### config.mk
export PLATFORM = sky130hd
export DESIGN_NAME = controlador_acceso_param
export DESIGN_NICKNAME = d
export VERILOG_FILES = /design/src/rtl/acceso_pkg.sv /design/src/rtl/contador_desc.sv /design/src/rtl/controlador_acceso_param.sv
export SDC_FILE = /design/constraint.sdc
export NUM_CORES = 1
export LEC_CHECK = 0
export ABC_AREA = 1
export ABC_CLOCK_PERIOD_IN_PS = 5150
export CORE_UTILIZATION = 45
export DETAILED_ROUTE_END_ITERATION = 12
export PLACE_DENSITY_LB_ADDON = 0.25
export SYNTH_ARGS = -nofsm -noshare
export SYNTH_HDL_FRONTEND = slang
export SYNTH_SLANG_ARGS = --single-unit
### constraint.sdc
create_clock -name Clk -period 5.15 [get_ports Clk]
set_input_delay 0.7725 -clock Clk [delete_from_list [all_inputs] [get_ports Clk]]
set_output_delay 0.7725 -clock Clk [all_outputs]
set_load 0.03 [all_outputs]
### src/rtl/acceso_pkg.sv
// Shared definitions for the parking-entrance gate controller.
//   - One-hot state encodings (ST_*) and their bit positions (B_*).
//   - ancho_cnt(): width of a down-counter able to hold the larger of two
//     cycle counts.
package acceso_pkg;

    // Bit position of each state inside the one-hot state vector.
    localparam int B_IDLE     = 0;
    localparam int B_PIN      = 1;
    localparam int B_OPEN     = 2;
    localparam int B_CLOSE    = 3;
    localparam int B_LOCK     = 4;
    localparam int B_TAILGATE = 5;

    localparam logic [5:0] ST_IDLE     = 6'b000001;
    localparam logic [5:0] ST_PIN      = 6'b000010;
    localparam logic [5:0] ST_OPEN     = 6'b000100;
    localparam logic [5:0] ST_CLOSE    = 6'b001000;
    localparam logic [5:0] ST_LOCK     = 6'b010000;
    localparam logic [5:0] ST_TAILGATE = 6'b100000;

    // Width needed to hold max(a, b); never less than 1 bit.
    function automatic int ancho_cnt(input int a, input int b);
        int m;
        m = (a > b) ? a : b;
        return (m < 1) ? 1 : $clog2(m + 1);
    endfunction

endpackage

### src/rtl/contador_desc.sv
// Loadable down-counter with a zero flag.
// Ports:
//   Clk, Reset : clock (rising edge), asynchronous active-high reset
//   Cargar     : load Valor (has priority over Dec)
//   Valor      : value to load
//   Dec        : decrement by one; holds at zero
//   Cero       : count is zero
module contador_desc #(
    parameter int W = 8
) (
    input  logic         Clk,
    input  logic         Reset,
    input  logic         Cargar,
    input  logic [W-1:0] Valor,
    input  logic         Dec,
    output logic         Cero
);

    logic [W-1:0] cuenta;

    always_ff @(posedge Clk or posedge Reset) begin
        if (Reset) begin
            cuenta <= '0;
        end else if (Cargar) begin
            cuenta <= Valor;
        end else if (Dec && (cuenta != '0)) begin
            cuenta <= cuenta - W'(1);
        end
    end

    assign Cero = (cuenta == '0);

endmodule

### src/rtl/controlador_acceso_param.sv
// Parking-entrance gate controller (one-hot Moore FSM).
// A vehicle at the entry sensor starts a PIN session; the correct BCD PIN
// opens the gate, MAX_INTENTOS wrong PINs lock the keypad for LOCK_CYCLES
// (0 = until Reset). An open gate closes when the vehicle passes or after
// OPEN_TIMEOUT cycles; a second vehicle behind the first raises the
// tailgate alarm, cleared only by a correct guard code.
// Ports:
//   Clk, Reset        : clock (rising edge), asynchronous active-high reset
//   Entrada, Salida   : entry / past-gate vehicle sensors
//   Enter, Clave      : keypad enter (level) and BCD PIN
//   Abrir, Cerrar     : gate actuator commands
//   AlrmInt, AlrmCom  : lockout alarm, tailgate alarm
//   Intentos          : current wrong-attempt count
//   Autos             : vehicles admitted since reset (saturating)
//   Estado            : raw one-hot state vector, for debug/observation
module controlador_acceso_param
    import acceso_pkg::*;
#(
    parameter int                    DIGITS       = 4,
    parameter logic [4*DIGITS-1:0]   CLAVE_VALIDA = 16'h0259,
    parameter int                    MAX_INTENTOS = 3,
    parameter int                    OPEN_TIMEOUT = 1000,
    parameter int                    LOCK_CYCLES  = 5000,
    parameter int                    CNT_W        = 8
) (
    input  logic                              Clk,
    input  logic                              Reset,
    input  logic                              Entrada,
    input  logic                              Salida,
    input  logic                              Enter,
    input  logic [4*DIGITS-1:0]               Clave,
    output logic                              Abrir,
    output logic                              Cerrar,
    output logic                              AlrmInt,
    output logic                              AlrmCom,
    output logic [$clog2(MAX_INTENTOS+1)-1:0] Intentos,
    output logic [CNT_W-1:0]                  Autos,
    output logic [5:0]                        Estado
);

    localparam int IW = $clog2(MAX_INTENTOS + 1);
    localparam int TW = ancho_cnt(OPEN_TIMEOUT, LOCK_CYCLES);

    localparam logic [TW-1:0] CARGA_OPEN = TW'(OPEN_TIMEOUT - 1);
    // With LOCK_CYCLES == 0 the lock timer is never consulted.
    localparam logic [TW-1:0] CARGA_LOCK = (LOCK_CYCLES == 0) ? '0 : TW'(LOCK_CYCLES - 1);
    localparam logic [IW-1:0] INT_MAX    = IW'(MAX_INTENTOS);

    // Input stage
    logic                entrada_q, salida_q, enter_q, enter_q2;
    logic [4*DIGITS-1:0] clave_q;
    logic                enter_p, match;

    always_ff @(posedge Clk or posedge Reset) begin
        if (Reset) begin
            entrada_q <= 1'b0;
            salida_q  <= 1'b0;
            enter_q   <= 1'b0;
            enter_q2  <= 1'b0;
            clave_q   <= '0;
        end else begin
            entrada_q <= Entrada;
            salida_q  <= Salida;
            enter_q   <= Enter;
            enter_q2  <= enter_q;
            clave_q   <= Clave;
        end
    end

    // One attempt per press, however long Enter is held.
    assign enter_p = enter_q & ~enter_q2;
    assign match   = (clave_q == CLAVE_VALIDA);

    // FSM and counters
    logic [5:0]       state, state_n;
    logic [IW-1:0]    intentos, intentos_n, intentos_inc;
    logic [CNT_W-1:0] autos;
    logic             autos_inc;
    logic             open_load, open_dec, open_zero;
    logic             lock_load, lock_dec, lock_zero;

    assign intentos_inc = intentos + IW'(1);

    always_comb begin
        state_n    = state;
        intentos_n = intentos;
        autos_inc  = 1'b0;
        open_load  = 1'b0;
        open_dec   = 1'b0;
        lock_load  = 1'b0;
        lock_dec   = 1'b0;
        case (state)
            ST_IDLE: begin
                intentos_n = '0;
                if (entrada_q) begin
                    state_n = ST_PIN;
                end
            end
            ST_PIN: begin
                // A press wins over the vehicle leaving in the same cycle.
                if (enter_p) begin
                    if (match) begin
                        state_n    = ST_OPEN;
                        intentos_n = '0;
                        open_load  = 1'b1;
                    end else begin
                        intentos_n = intentos_inc;
                        if (intentos_inc == INT_MAX) begin
                            state_n   = ST_LOCK;
                            lock_load = 1'b1;
                        end
                    end
                end else if (!entrada_q) begin
                    state_n    = ST_IDLE;
                    intentos_n = '0;
                end
            end
            ST_OPEN: begin
                if (salida_q && entrada_q) begin
                    state_n = ST_TAILGATE;
                end else if (salida_q) begin
                    state_n   = ST_CLOSE;
                    autos_inc = 1'b1;
                end else if (open_zero) begin
                    state_n = ST_CLOSE;
                end else begin
                    open_dec = 1'b1;
                end
            end
            ST_CLOSE: begin
                state_n = ST_IDLE;
            end
            ST_LOCK: begin
                // Keypad is ignored here; Intentos stays at MAX_INTENTOS.
                if (LOCK_CYCLES != 0) begin
                    if (lock_zero) begin
                        state_n    = ST_IDLE;
                        intentos_n = '0;
                    end else begin
                        lock_dec = 1'b1;
                    end
                end
            end
            ST_TAILGATE: begin
                // Only the guard code clears the alarm; wrong codes are ignored.
                if (enter_p && match) begin
                    state_n    = ST_IDLE;
                    intentos_n = '0;
                end
            end
            default: begin
                // Non-one-hot vectors recover to IDLE.
                state_n    = ST_IDLE;
                intentos_n = '0;
            end
        endcase
    end

    always_ff @(posedge Clk or posedge Reset) begin
        if (Reset) begin
            state    <= ST_IDLE;
            intentos <= '0;
            autos    <= '0;
        end else begin
            state    <= state_n;
            intentos <= intentos_n;
            if (autos_inc && (autos != '1)) begin
                autos <= autos + CNT_W'(1);
            end
        end
    end

    contador_desc #(.W(TW)) u_timer_open (
        .Clk    (Clk),
        .Reset  (Reset),
        .Cargar (open_load),
        .Valor  (CARGA_OPEN),
        .Dec    (open_dec),
        .Cero   (open_zero)
    );

    contador_desc #(.W(TW)) u_timer_lock (
        .Clk    (Clk),
        .Reset  (Reset),
        .Cargar (lock_load),
        .Valor  (CARGA_LOCK),
        .Dec    (lock_dec),
        .Cero   (lock_zero)
    );

    // Moore outputs straight from the state flops.
    assign Abrir    = state[B_OPEN];
    assign Cerrar   = state[B_CLOSE] | state[B_TAILGATE];
    assign AlrmInt  = state[B_LOCK];
    assign AlrmCom  = state[B_TAILGATE];
    assign Intentos = intentos;
    assign Autos    = autos;
    assign Estado   = state;

endmodule

Word level (Yosys, flattened, before mapping)
Index checks and enable logic that the tools add are counted.
{ "classes": {"n_reduce_logical": 14, "n_addsub": 4, "bitwise": 4, "n_eq_ne": 15, "n_mux": 37} }
{ "ops": {"columns": ["cell", "n"], "rows": [
  ["6-bit two-way mux", 10],
  ["13-bit two-way mux", 4],
  ["6-bit one-hot mux with 5 select lines", 1],
  ["13-bit zero test", 2],
  ["13-bit nonzero test", 2],
  ["13-bit by 1-bit subtractor with 13-bit output (second input constant)", 2],
  ["16-bit by 10-bit == test with 1-bit output (second input constant)", 1],
  ["1-bit two-way mux", 16],
  ["2-bit two-way mux", 5],
  ["8-bit by 1-bit adder with 8-bit output (second input constant)", 1],
  ["4-bit inequality test (second input constant)", 2],
  ["8-bit inequality test (second input constant)", 1],
  ["2-bit one-hot mux with 4 select lines", 1],
  ["6-bit by 1-bit == test with 1-bit output (second input constant)", 1],
  ["6-bit by 2-bit == test with 1-bit output (second input constant)", 1],
  ["6-bit by 3-bit == test with 1-bit output (second input constant)", 1],
  ["6-bit by 4-bit == test with 1-bit output (second input constant)", 1],
  ["6-bit by 5-bit == test with 1-bit output (second input constant)", 1],
  ["6-bit == test (second input constant)", 1],
  ["2-bit inequality test (second input constant)", 3],
  ["6-bit AND reduction", 1],
  ["1-bit logical AND", 5],
  ["4-bit AND reduction", 1],
  ["2-bit nonzero test", 2],
  ["other kinds (7)", 8]
]} }
{ "totals": {"out_inout_bits": 20, "word_cells": 84, "register_bits": 62, "in_bits": 21} }

Logic depth before layout (Yosys ltp)
Gate-level depths: netlist of the first run.
{ "depth": {"depth_word": 8, "depth_mapped": 12, "ltp_nobuf": 12} }

By module
From an unflattened synthesis of the first run, not the netlist that was laid out.
{ "unflattened": {"hier_cells": 461, "hier_area_um2": 3530.9} }
{ "by_module_without_submodules": {"columns": ["mod", "area_each_um2", "instances", "cells_per_inst", "seq_area_each_um2"], "rows": [
  ["contador_desc", 942.2, 2, 139, 325.3],
  ["controlador_acceso_param", 1646.6, 1, 183, 902.1]
]} }

Worst setup path before layout of the first run
OpenSTA, ideal clock, no wires.
{ "synth_timing": {"path_type": "register to output", "from": "register state[5] (netlist: Estado[5])", "to": "output port Cerrar", "path_stages_with_launch": 2, "path_buffers": 0, "path_slack_ns": 3.429, "required_time_ns": 4.378, "arrival_ns": 0.949, "path_cell_list": "dfrtp_1 or2_2"} }
{ "synth_between": {"elab_chain_cells": 1} }
{ "synth_lines": {"columns": ["item", "line_no", "source"], "rows": [
  ["start: declaration", "controlador_acceso_param.sv:75", "logic [5:0] state, state_n;"],
  ["start signal: assignment", "controlador_acceso_param.sv:165", "state <= state_n;"],
  ["1-bit OR", "controlador_acceso_param.sv:193", "assign Cerrar = state[B_CLOSE] | state[B_TAILGATE];"],
  ["end: declaration", "controlador_acceso_param.sv:33", "output logic Cerrar,"]
]} }
Every way passes these cells.

Final worst setup path of the first run
Ends and elaborated chain as after synthesis.

==> results of run 1 <==
[placed cells by master, fill, tap and decap left out, drive strengths merged]
cell type	instances
a21oi	4
buf	1
clkbuf	11
clkdlybuf4s50	40
clkinv	3
clkinvlp	1
dfrtp	61
dfstp	1
ha	6
inv	55
nand2	106
nand3	34
nand3b	4
nand4	9
nor2	75
nor3	5
o211ai	1
o21ai	14
o31ai	1
or2	6
xnor2	2
xor2	9
[cells by family (layout without fill, tap and decap cells)]
| logic type | Yosys count | in the layout | synth area share |
|---|---|---|---|
| compound gates | 20 | 20 | 0.0369 |
| xor+xnor | 11 | 11 | 0.0296 |
| fa+ha+maj | 6 | 6 | 0.0230 |
| buf+inv | 60 | 111 | 0.0788 |
| flops | 62 | 62 | 0.477 |
| simple gates | 239 | 239 | 0.355 |
[synth_stat cells]
cell / n
inv_1: 49
o211ai_1: 1
a21oi_2: 1
o31ai_1: 1
nor3_1: 4
nor2_8: 1
xor2_1: 9
nor2_4: 6
a21oi_4: 1
or2_2: 2
nor2_2: 8
nand3_1: 31
nand4_4: 1
o21ai_0: 12
nand4_1: 7
nand3b_1: 4
nor3_2: 1
dfstp_2: 1
inv_2: 4
o21ai_1: 2
nand4_2: 1
nor2_1: 60
inv_4: 2
xnor2_1: 2
nand3_2: 3
or2_0: 4
buf_4: 3
nand2_2: 2
dfrtp_1: 61
buf_6: 2
a21oi_1: 2
nand2_1: 100
ha_1: 6
nand2_4: 4
[metrics by stage]
step	worst slack (ns)	total power [mW]
after floorplan	2.84	0.640
after global placement	3.04	0.692
after detailed placement	3.04	0.695
after CTS	2.68	1.08
after global routing	2.65	1.11
final	2.71	1.06
[worst min path at each step]
stage / from / slack [ns] / endpoint
floorplan: enter_q$_DFF_PP0_ / 0.35 / enter_q2$_DFF_PP0_
global placement: enter_q$_DFF_PP0_ / 0.37 / enter_q2$_DFF_PP0_
detailed placement: enter_q$_DFF_PP0_ / 0.37 / enter_q2$_DFF_PP0_
CTS: enter_q$_DFF_PP0_ / 0.38 / enter_q2$_DFF_PP0_
global route: enter_q$_DFF_PP0_ / 0.40 / enter_q2$_DFF_PP0_
finish: enter_q$_DFF_PP0_ / 0.38 / enter_q2$_DFF_PP0_
[layer usage]
| layer | vias up | part of all wire |
|---|---|---|
| met5 | - | 0 |
| met3 | 7 | 0.039 |
| met4 | 0 | 0.010 |
| met1 | 1189 | 0.45 |
| met2 | 35 | 0.50 |
| li1 | 1333 | - |
[area by class of cell]
type,count,area share
well taps,96,0.0307
inverters,55,0.0540
multi-input cells,276,0.370
clock inverters,4,0.00575
repair buffers,41,0.104
clock buffers,11,0.0387
flip-flops and latches,62,0.397
[registers in the layout (all words and copies together), names as in the netlist]
| register | cells |
|---|---|
| Autos | 8 |
| u_timer_lock.cuenta | 13 |
| clave_q | 16 |
| u_timer_open.cuenta | 13 |
| entrada_q | 1 |
| Estado | 6 |
| enter_q | 1 |
| Intentos | 2 |
| enter_q2 | 1 |
| salida_q | 1 |
[power groups by stage]
stage / Clock (mW) / Sequential [mW] / Combinational, mW
4_1_cts: 0.388 / 0.528 / 0.159
3_5_place_dp: 0 / 0.537 / 0.158
6_report: 0.375 / 0.528 / 0.157
5_1_grt: 0.407 / 0.532 / 0.175
2_1_floorplan: 0 / 0.553 / 0.0870
3_3_place_gp: 0 / 0.537 / 0.156
==> impl_metrics.env, run 1 <==
export IMPL_status="finished clean"
export IMPL_hold_ws_ns=0.378
export IMPL_grt_use_met3=0.0474
export IMPL_initial_core_util=0.472
export IMPL_cp_required_ns=4.38
export IMPL_top_usage_layer="met2"
export IMPL_syn_nets=425
export IMPL_drc_errors=0
export IMPL_cp_slowest_cell="clkdlybuf4s50_1"
export IMPL_endpoint="Cerrar"
export IMPL_ys_seq_elements=62
export IMPL_ant_nets=0
export IMPL_dp_hpwl_mm=4.60
export IMPL_via_per_inst=4.70
export IMPL_layout_drive_gt1_share=0.122
export IMPL_final_util=0.567
export IMPL_reg2regPathDepth=8
export IMPL_cpPeakStageDelay_ns=0.59
export IMPL_cts_tree="built"
export IMPL_yosysSeqAreaShare=0.477
export IMPL_yosys_area_top_type="dfrtp_1"
export IMPL_rrSetupSlack_ns=3.41
export IMPL_grt_max_degree=63
export IMPL_syn_area_sq_um=3260
export IMPL_startpoint="Estado[5]$_DFFE_PP0P_"
export IMPL_fmax_mhz=410
export IMPL_p_per_area_nw_per_um2=271
export IMPL_finClkSkew_ns=0.0111
export IMPL_postCtsSetupRepairBufs=0
export IMPL_synth_area_per_cell_sq_um=8.18
export IMPL_fin_crit_sh=0.474
export IMPL_crit_buf_inv=1
export IMPL_rsz0062_at_grt="no"
export IMPL_design_area_sq_um=3910
export IMPL_critPathTopFamily="buffers and inverters"
export IMPL_critPathCaptureType="output port"
export IMPL_leakage_nw=2.05
export IMPL_clk_pin_slew_ns=0.06
export IMPL_whs_path_depth=0
export IMPL_firstDrtPassIters=4
export IMPL_die_h_microns=87.1
export IMPL_p_comb_frac=0.148
export IMPL_path_max_fanout=5
export IMPL_hold_viol=0
export IMPL_p_int_uw=766
export IMPL_gp_congestion=0.828
export IMPL_slew_headroom=0.486
export IMPL_dpl_instance_area_sq_um=3740
export IMPL_seq_area_sq_um=1550
export IMPL_dieWidth_microns=87.1
export IMPL_grtUsageMet2=0.324
export IMPL_timing_rr_start="Estado[2]$_DFFE_PP0P_"
export IMPL_grt_use_met1=0.236
export IMPL_worstPathArrival_ns=1.67
export IMPL_dpl_cell_count=530
export IMPL_finalCriticalPeriod_ns=2.44
export IMPL_p_seq_frac=0.498
export IMPL_place_port_buffers=40
export IMPL_drtIter0Drc=101
export IMPL_power_switching_uw=295
export IMPL_worstMarginPinSlew_ns=0.772
export IMPL_cts_root_buf="clkbuf_8"
export IMPL_syn_instance_count=398
export IMPL_grt_pass1_vias=2484
export IMPL_cp_start_kind="register"
export IMPL_nets=472
export IMPL_worstSetupPathType="reg2out"
export IMPL_htree_num_levels=3
export IMPL_cts_resized=0
export IMPL_postCtsHoldBufs=0
export IMPL_hold_class="reg2reg"
export IMPL_grt_pass1_wl_mm=11.0
export IMPL_synth_warnings=0
export IMPL_antenna_cells=0
export IMPL_track_usage=0.190
export IMPL_final_cells=545
export IMPL_grt_ovfl_total=0
export IMPL_grt_antenna_before_repair=0
export IMPL_switching_share=0.278
export IMPL_fillers=645
export IMPL_pin_count=41
export IMPL_wl_per_cell_microns=11.6
export IMPL_rows=30
export IMPL_core_area_sq_um=6910
export IMPL_finalSetupTns_ns=0
export IMPL_ys_types=34
export IMPL_slew_viol_final=0
export IMPL_die_area_sq_um=7580
export IMPL_synth_top_cells_by_area="dfrtp_1 47%, nand2_1 12%, nor2_1 6.9%"
export IMPL_via_count=2564
export IMPL_synth_top_area_frac=0.469
export IMPL_pwr_share_clk=0.354
export IMPL_maxCapViolations=0
export IMPL_clock_sinks=62
export IMPL_cts_buffer_depth=2
export IMPL_setup_violations_final=0
export IMPL_numCtsBuffers=9
export IMPL_area_growth_pct=20.2
export IMPL_multi_input_area_sq_um=1450
export IMPL_drt_wl_total_mm=6.32
export IMPL_insertion_delay_ns=0.33
export IMPL_ir_worst_vdd_v=0.000175
export IMPL_cp_depth=2
export IMPL_worstPathCellList="or2_2 -> clkdlybuf4s50_1"
export IMPL_r2r_end="u_timer_lock.cuenta[10]$_DFFE_PP0P_"
Note: power is estimated with default switching activity, not from simulation.
==> run 2, diff against run 1 <==
--- a/config.mk
+++ b/config.mk
@@ -6,7 +6,7 @@
 export NUM_CORES = 1
 export LEC_CHECK = 0
 export ABC_AREA = 1
-export ABC_CLOCK_PERIOD_IN_PS = 5150
+export ABC_CLOCK_PERIOD_IN_PS = 2300
 export CORE_UTILIZATION = 45
 export DETAILED_ROUTE_END_ITERATION = 12
 export PLACE_DENSITY_LB_ADDON = 0.25
==> constraint.sdc (replaced) <==
create_clock -name Clk -period 2.3 [get_ports Clk]
set_input_delay 0.345 -clock Clk [delete_from_list [all_inputs] [get_ports Clk]]
set_output_delay 0.345 -clock Clk [all_outputs]
set_load 0.03 [all_outputs]
==> run 2 against run 1 <==
First-iteration DRC count is 15% lower; register-to-register slack lost 2.8 ns; clock power rose to 2.8 times the previous value; final cell count is 0.55% higher; non-clock buffer count up 2; flip-flop and latch count unchanged; sequential power is 130% higher; critical endpoint unchanged; highest routed layer unchanged; largest cell class unchanged; critical path type unchanged.
==> impl_metrics.env, run 2 (synthesized netlist as in run 1, its figures left out) <==
export IMPL_status="finished clean"
export IMPL_area_growth_pct=22.3
export IMPL_fin_crit_sh=0.881
export IMPL_power_mw=2.59
export IMPL_grt_pass1_wl_mm=11.3
export IMPL_grt_antenna_before_repair=0
export IMPL_final_common_cell="nand2_1"
export IMPL_via_count=2622
export IMPL_reg_largest_list="clave_q x16, u_timer_lock.cuenta x13, u_timer_open.cuenta x13"
export IMPL_pin_count=41
export IMPL_grt_use_met1=0.240
export IMPL_largest_reg_flops=16
export IMPL_rrSetupSlack_ns=0.65
export IMPL_mostFrequentLayoutCells="100 x nand2_1, 61 x dfrtp_1, 60 x nor2_1, 48 x inv_1, 40 x clkdlybuf4s50_1"
export IMPL_insertion_delay_ns=0.34
export IMPL_cts_root_buf="clkbuf_8"
export IMPL_drt_wl_total_mm=6.43
export IMPL_ant_nets=0
export IMPL_critPathCaptureType="output port"
export IMPL_finalSetupTns_ns=0
export IMPL_nets=474
export IMPL_top_usage_layer="met2"
export IMPL_track_usage=0.197
export IMPL_wl_per_cell_microns=11.7
export IMPL_gp_congestion=0.842
export IMPL_die_h_microns=87.1
export IMPL_slew_viol_final=0
export IMPL_fillers=631
export IMPL_p_per_area_nw_per_um2=650
export IMPL_slew_headroom=0.662
export IMPL_core_area_sq_um=6910
export IMPL_grt_use_met3=0.0455
export IMPL_initial_core_util=0.472
export IMPL_worstSetupPathType="reg2out"
export IMPL_antenna_cells=0
export IMPL_timing_final_ws_setup_ns=0.274
export IMPL_maxCapViolations=0
export IMPL_hold_class="in2async"
export IMPL_finClkSkew_ns=0.0118
export IMPL_cts_resized=0
export IMPL_worstPathArrival_ns=1.68
export IMPL_numCtsBuffers=9
export IMPL_cp_required_ns=1.96
export IMPL_postCtsHoldBufs=0
export IMPL_path_max_fanout=5
export IMPL_htree_num_levels=3
export IMPL_final_util=0.577
export IMPL_drc_errors=0
export IMPL_dieWidth_microns=87.1
export IMPL_leakage_nw=2.09
export IMPL_reg2regPathDepth=8
export IMPL_design_area_sq_um=3980
export IMPL_grt_pass1_vias=2551
export IMPL_via_per_inst=4.78
export IMPL_largest_register="clave_q"
export IMPL_grt_ovfl_total=0
export IMPL_grtUsageMet2=0.331
export IMPL_postCtsSetupRepairBufs=0
export IMPL_cts_buffer_depth=2
export IMPL_die_area_sq_um=7580
export IMPL_cp_start_kind="register"
export IMPL_place_port_buffers=40
export IMPL_timing_rr_start="Estado[1]$_DFFE_PP0P_"
export IMPL_dpl_instance_area_sq_um=3770
export IMPL_rsz0062_at_grt="no"
export IMPL_rows=30
export IMPL_r2r_end="u_timer_lock.cuenta[11]$_DFFE_PP0P_"
export IMPL_firstDrtPassIters=4
export IMPL_fmax_mhz=494
export IMPL_dp_hpwl_mm=4.76
export IMPL_seq_area_sq_um=1550
export IMPL_hold_viol=0
export IMPL_setup_violations_final=0
export IMPL_clk_pin_slew_ns=0.07
export IMPL_ir_worst_vdd_v=0.000273
export IMPL_layout_drive_gt1_share=0.124
export IMPL_grt_max_degree=24
export IMPL_cts_tree="built"
export IMPL_multi_input_area_sq_um=1450
export IMPL_clock_sinks=62
export IMPL_worstMarginPinSlew_ns=0.506
export IMPL_dp_slack_ns=0.619
export IMPL_drtIter0Drc=86
export IMPL_finalCriticalPeriod_ns=2.03
==> run 2: layer usage <==
layer  wire length (microns)  up-vias
met4                      95        0
li1                        -     1346
met1                    2920     1233
met5                       0        -
met3                     263        9
met2                    3150       34
==> run 2: layout make-up <==
type / count / share of cell area
sequential: 62 / 0.390
multi-input combinational: 276 / 0.363
timing repair buffer: 43 / 0.109
inverter: 55 / 0.0531
clock buffer: 12 / 0.0364
tap: 96 / 0.0302
clock inverter: 4 / 0.0176
==> run 2: worst max-delay path, stage by stage, from the launching register on <==
cell and delay, ns:
dfrtp_1 0.43, or2_2 0.31, clkdlybuf4s50_1 0.60
==> run 2: worst max path at each step <==
| stage | from | endpoint |
|---|---|---|
| after CTS | Estado[5]$_DFFE_PP0P_ | Cerrar |
| final | Estado[5]$_DFFE_PP0P_ | Cerrar |
| after floorplan | Reset | Autos[0]$_DFFE_PP0P_ |
| after global routing | Estado[5]$_DFFE_PP0P_ | Cerrar |
| after detailed placement | Estado[5]$_DFFE_PP0P_ | Cerrar |
| after global placement | Estado[3]$_DFFE_PP0P_ | Cerrar |
==> run 2: stage by stage <==
step | hold slack (ns) | cells
after floorplan | 0.354 | 398
after CTS | 0.377 | 548
final | 0.363 | 548
after detailed placement | 0.383 | 532
after global routing | 0.402 | 548
after global placement | 0.377 | 532
==> run 2: power by group <==
group | internal (mW) | switching, mW | leakage [nW]
sequential | 1.14 | 0.0466 | 0.815
combinational | 0.142 | 0.210 | 1.16
clock | 0.637 | 0.416 | 0.110
==> run 3, diff against run 2 <==
--- a/config.mk
+++ b/config.mk
@@ -5,11 +5,12 @@
 export SDC_FILE = /design/constraint.sdc
 export NUM_CORES = 1
 export LEC_CHECK = 0
-export ABC_AREA = 1
 export ABC_CLOCK_PERIOD_IN_PS = 2300
 export CORE_UTILIZATION = 45
 export DETAILED_ROUTE_END_ITERATION = 12
+export MAX_ROUTING_LAYER = met4
 export PLACE_DENSITY_LB_ADDON = 0.25
+export RECOVER_POWER = 50
 export SYNTH_ARGS = -nofsm -noshare
 export SYNTH_HDL_FRONTEND = slang
 export SYNTH_SLANG_ARGS = --single-unit
==> run 3 against run 2 <==
Clock skew shrank 0.0022 ns; hold slack gained 0.035 ns; combinational power shrank 37%; core utilization grew 0.32 points; wire length shrank 22%; area after synthesis shrank 14%; final cell count shrank 30%; critical path type is now reg2reg; first-iteration DRC count grew 66%; via count shrank 22%; flip-flop and latch count is the same; non-clock buffer count grew 4.
==> impl_metrics.env, run 3 <==
export IMPL_status="finished clean"
export IMPL_firstDrtPassIters=4
export IMPL_whs_path_depth=0
export IMPL_synth_edf_count=0
export IMPL_dpl_cell_count=369
export IMPL_via_per_inst=5.29
export IMPL_finClkSkew_ns=0.00964
export IMPL_die_h_microns=81.1
export IMPL_dieWidth_microns=81.1
export IMPL_ys_flop_type="dfrtp_1"
export IMPL_cts_tree="built"
export IMPL_fmax_mhz=463
export IMPL_grt_max_degree=63
export IMPL_leakage_nw=1.61
export IMPL_min_from="enter_q$_DFF_PP0_"
export IMPL_cp_required_ns=2.57
export IMPL_hold_ws_ns=0.398
export IMPL_ir_worst_vdd_v=0.000495
export IMPL_cts_resized=0
export IMPL_finalCriticalPeriod_ns=2.16
export IMPL_place_port_buffers=40
export IMPL_min_to="enter_q2$_DFF_PP0_"
export IMPL_dpl_instance_area_sq_um=3310
export IMPL_insertion_delay_ns=0.34
export IMPL_slew_viol_final=0
export IMPL_worstSetupPathType="reg2reg"
export IMPL_antenna_cells=0
export IMPL_synth_warnings=0
export IMPL_final_common_cell="dfrtp_1"
export IMPL_slew_headroom=0.0155
export IMPL_reg2regPathDepth=5
export IMPL_drtIter0Drc=143
export IMPL_track_usage=0.188
export IMPL_synth_area_per_cell_sq_um=11.0
export IMPL_synth_top_area_frac=0.542
export IMPL_grt_pass1_wl_mm=8.84
export IMPL_area_growth_pct=23.3
export IMPL_htree_num_levels=3
export IMPL_hold_viol=0
export IMPL_synth_common_cells="61 x dfrtp_1, 26 x nand2_1, 22 x xor2_1"
export IMPL_p_per_area_nw_per_um2=645
export IMPL_setup_violations_final=0
export IMPL_clock_sinks=62
export IMPL_syn_instance_count=257
export IMPL_largest_register="clave_q"
export IMPL_syn_nets=284
export IMPL_finalSetupTns_ns=0
export IMPL_dp_hpwl_mm=3.53
export IMPL_cts_root_buf="clkbuf_8"
export IMPL_via_count=2036
export IMPL_grt_antenna_before_repair=0
export IMPL_die_area_sq_um=6580
export IMPL_power_mw=2.24
export IMPL_rows=28
export IMPL_reg_largest_list="clave_q x16, u_timer_lock.cuenta x13, u_timer_open.cuenta x13"
export IMPL_core_area_sq_um=5990
export IMPL_clk_pin_slew_ns=0.07
export IMPL_layout_drive_gt1_share=0.100
export IMPL_gp_congestion=0.877
export IMPL_largest_reg_flops=16
export IMPL_timing_rr_start="u_timer_open.cuenta[3]$_DFFE_PP0P_"
export IMPL_maxCapViolations=0
export IMPL_design_area_sq_um=3470
export IMPL_postCtsHoldBufs=0
export IMPL_fin_crit_sh=0.939
export IMPL_yosys_area_top_type="dfrtp_1"
export IMPL_rsz0062_at_grt="no"
export IMPL_wl_per_cell_microns=13.1
export IMPL_nets=332
export IMPL_numCtsBuffers=9
export IMPL_worstMarginPinSlew_ns=1.48
export IMPL_path_max_fanout=10
export IMPL_rrSetupSlack_ns=0.14
export IMPL_final_cells=385
export IMPL_pin_count=41
export IMPL_ys_seq_elements=62
export IMPL_cts_buffer_depth=2
export IMPL_hold_class="reg2reg"
export IMPL_grt_pass1_vias=1952
export IMPL_critPathCaptureType="register"
export IMPL_postCtsSetupRepairBufs=0
export IMPL_initial_core_util=0.470
export IMPL_yosysMostFrequentCell="dfrtp_1"
export IMPL_r2r_end="Estado[3]$_DFFE_PP0P_"
export IMPL_syn_area_sq_um=2820
export IMPL_grt_ovfl_total=0
export IMPL_async_flop_share=1.00
export IMPL_mostFrequentLayoutCells="61 x dfrtp_1, 26 x nand2_1, 22 x xor2_1"
export IMPL_ys_types=43
export IMPL_worstPathArrival_ns=2.44
export IMPL_drt_wl_total_mm=5.04
export IMPL_ant_nets=0
export IMPL_synth_top_cells_by_area="dfrtp_1 54%, xor2_1 6.8%, nand4_1 3.6%"
export IMPL_yosysSeqAreaShare=0.551
export IMPL_cp_start_kind="register"
export IMPL_drc_errors=0
run 3: changes by cell type in the layout (fill, tap and decap cells not counted), sizes merged, moves of 7 or more:
cell	previous run	this run
xor2	9	22
xnor2	2	9
nor2	75	20
dlygate4sd3	0	20
nand4	9	16
inv	55	7
nand3	34	11
nand2	106	27
clkdlybuf4s50	40	20
o21ai	14	4
run 3: stage by stage:
| step | worst slack (ns) | utilization |
|---|---|---|
| floorplan | 0.135 | - |
| global placement | 0.195 | 0.553 |
| detailed placement | 0.168 | 0.553 |
| CTS | 0.138 | 0.582 |
| global route | 0.00937 | 0.580 |
| finish | 0.139 | 0.580 |
run 3: worst max-delay path, cell delays in order (launching register included):
cell and delay [ns]:
dfrtp_1 0.41, or4_4 0.58, or4_4 0.64, nand2_8 0.12
o2111a_1 0.18, and3b_1 0.16
run 3: cells by family after synthesis:
family,count (synthesis),share of synthesized area
simple gates,123,0.247
flops,62,0.551
xor+xnor,31,0.0964
buf+inv,18,0.0338
compound gates,15,0.0378
fa+ha+maj,6,0.0267
mux,2,0.00755
run 3: metal layers:
metal  GRT usage  vias up  part of all wire
met5           -        -                 0
met4       0.102        0             0.024
met2       0.275       54              0.45
li1            -     1003                 -
met1       0.246      970              0.48
met3      0.0348        9             0.043
run 3: cell type report:
cell class | count | area (sq um)
clock buffer | 12 | 145
clock inverter | 4 | 32.5
tap | 75 | 93.8
fill | 517 | 2520
timing repair buffer | 47 | 450
sequential | 62 | 1550
multi-input combinational | 177 | 1170
inverter | 8 | 30.0
run 3: how the worst max path moves through the flow:
stage                                                   from                                  to  slack (ns)  cells past startpoint
after floorplan                        Estado[3]$_DFFE_PP0P_  u_timer_open.cuenta[1]$_DFFE_PP0P_        0.14                      6
after global placement    u_timer_open.cuenta[3]$_DFFE_PP0P_               Estado[3]$_DFFE_PP0P_        0.20                      5
after detailed placement  u_timer_open.cuenta[3]$_DFFE_PP0P_               Estado[3]$_DFFE_PP0P_        0.17                      5
after CTS                 u_timer_open.cuenta[3]$_DFFE_PP0P_               Estado[3]$_DFFE_PP0P_        0.14                      5
after global routing      u_timer_open.cuenta[0]$_DFFE_PP0P_  u_timer_open.cuenta[2]$_DFFE_PP0P_       0.009                      7
final                     u_timer_open.cuenta[3]$_DFFE_PP0P_               Estado[3]$_DFFE_PP0P_        0.14                      5
run 3: where the power goes:
part / internal (mW) / switching (mW)
logic: 0.0996 / 0.123
registers: 1.13 / 0.0338
clock network: 0.424 / 0.429
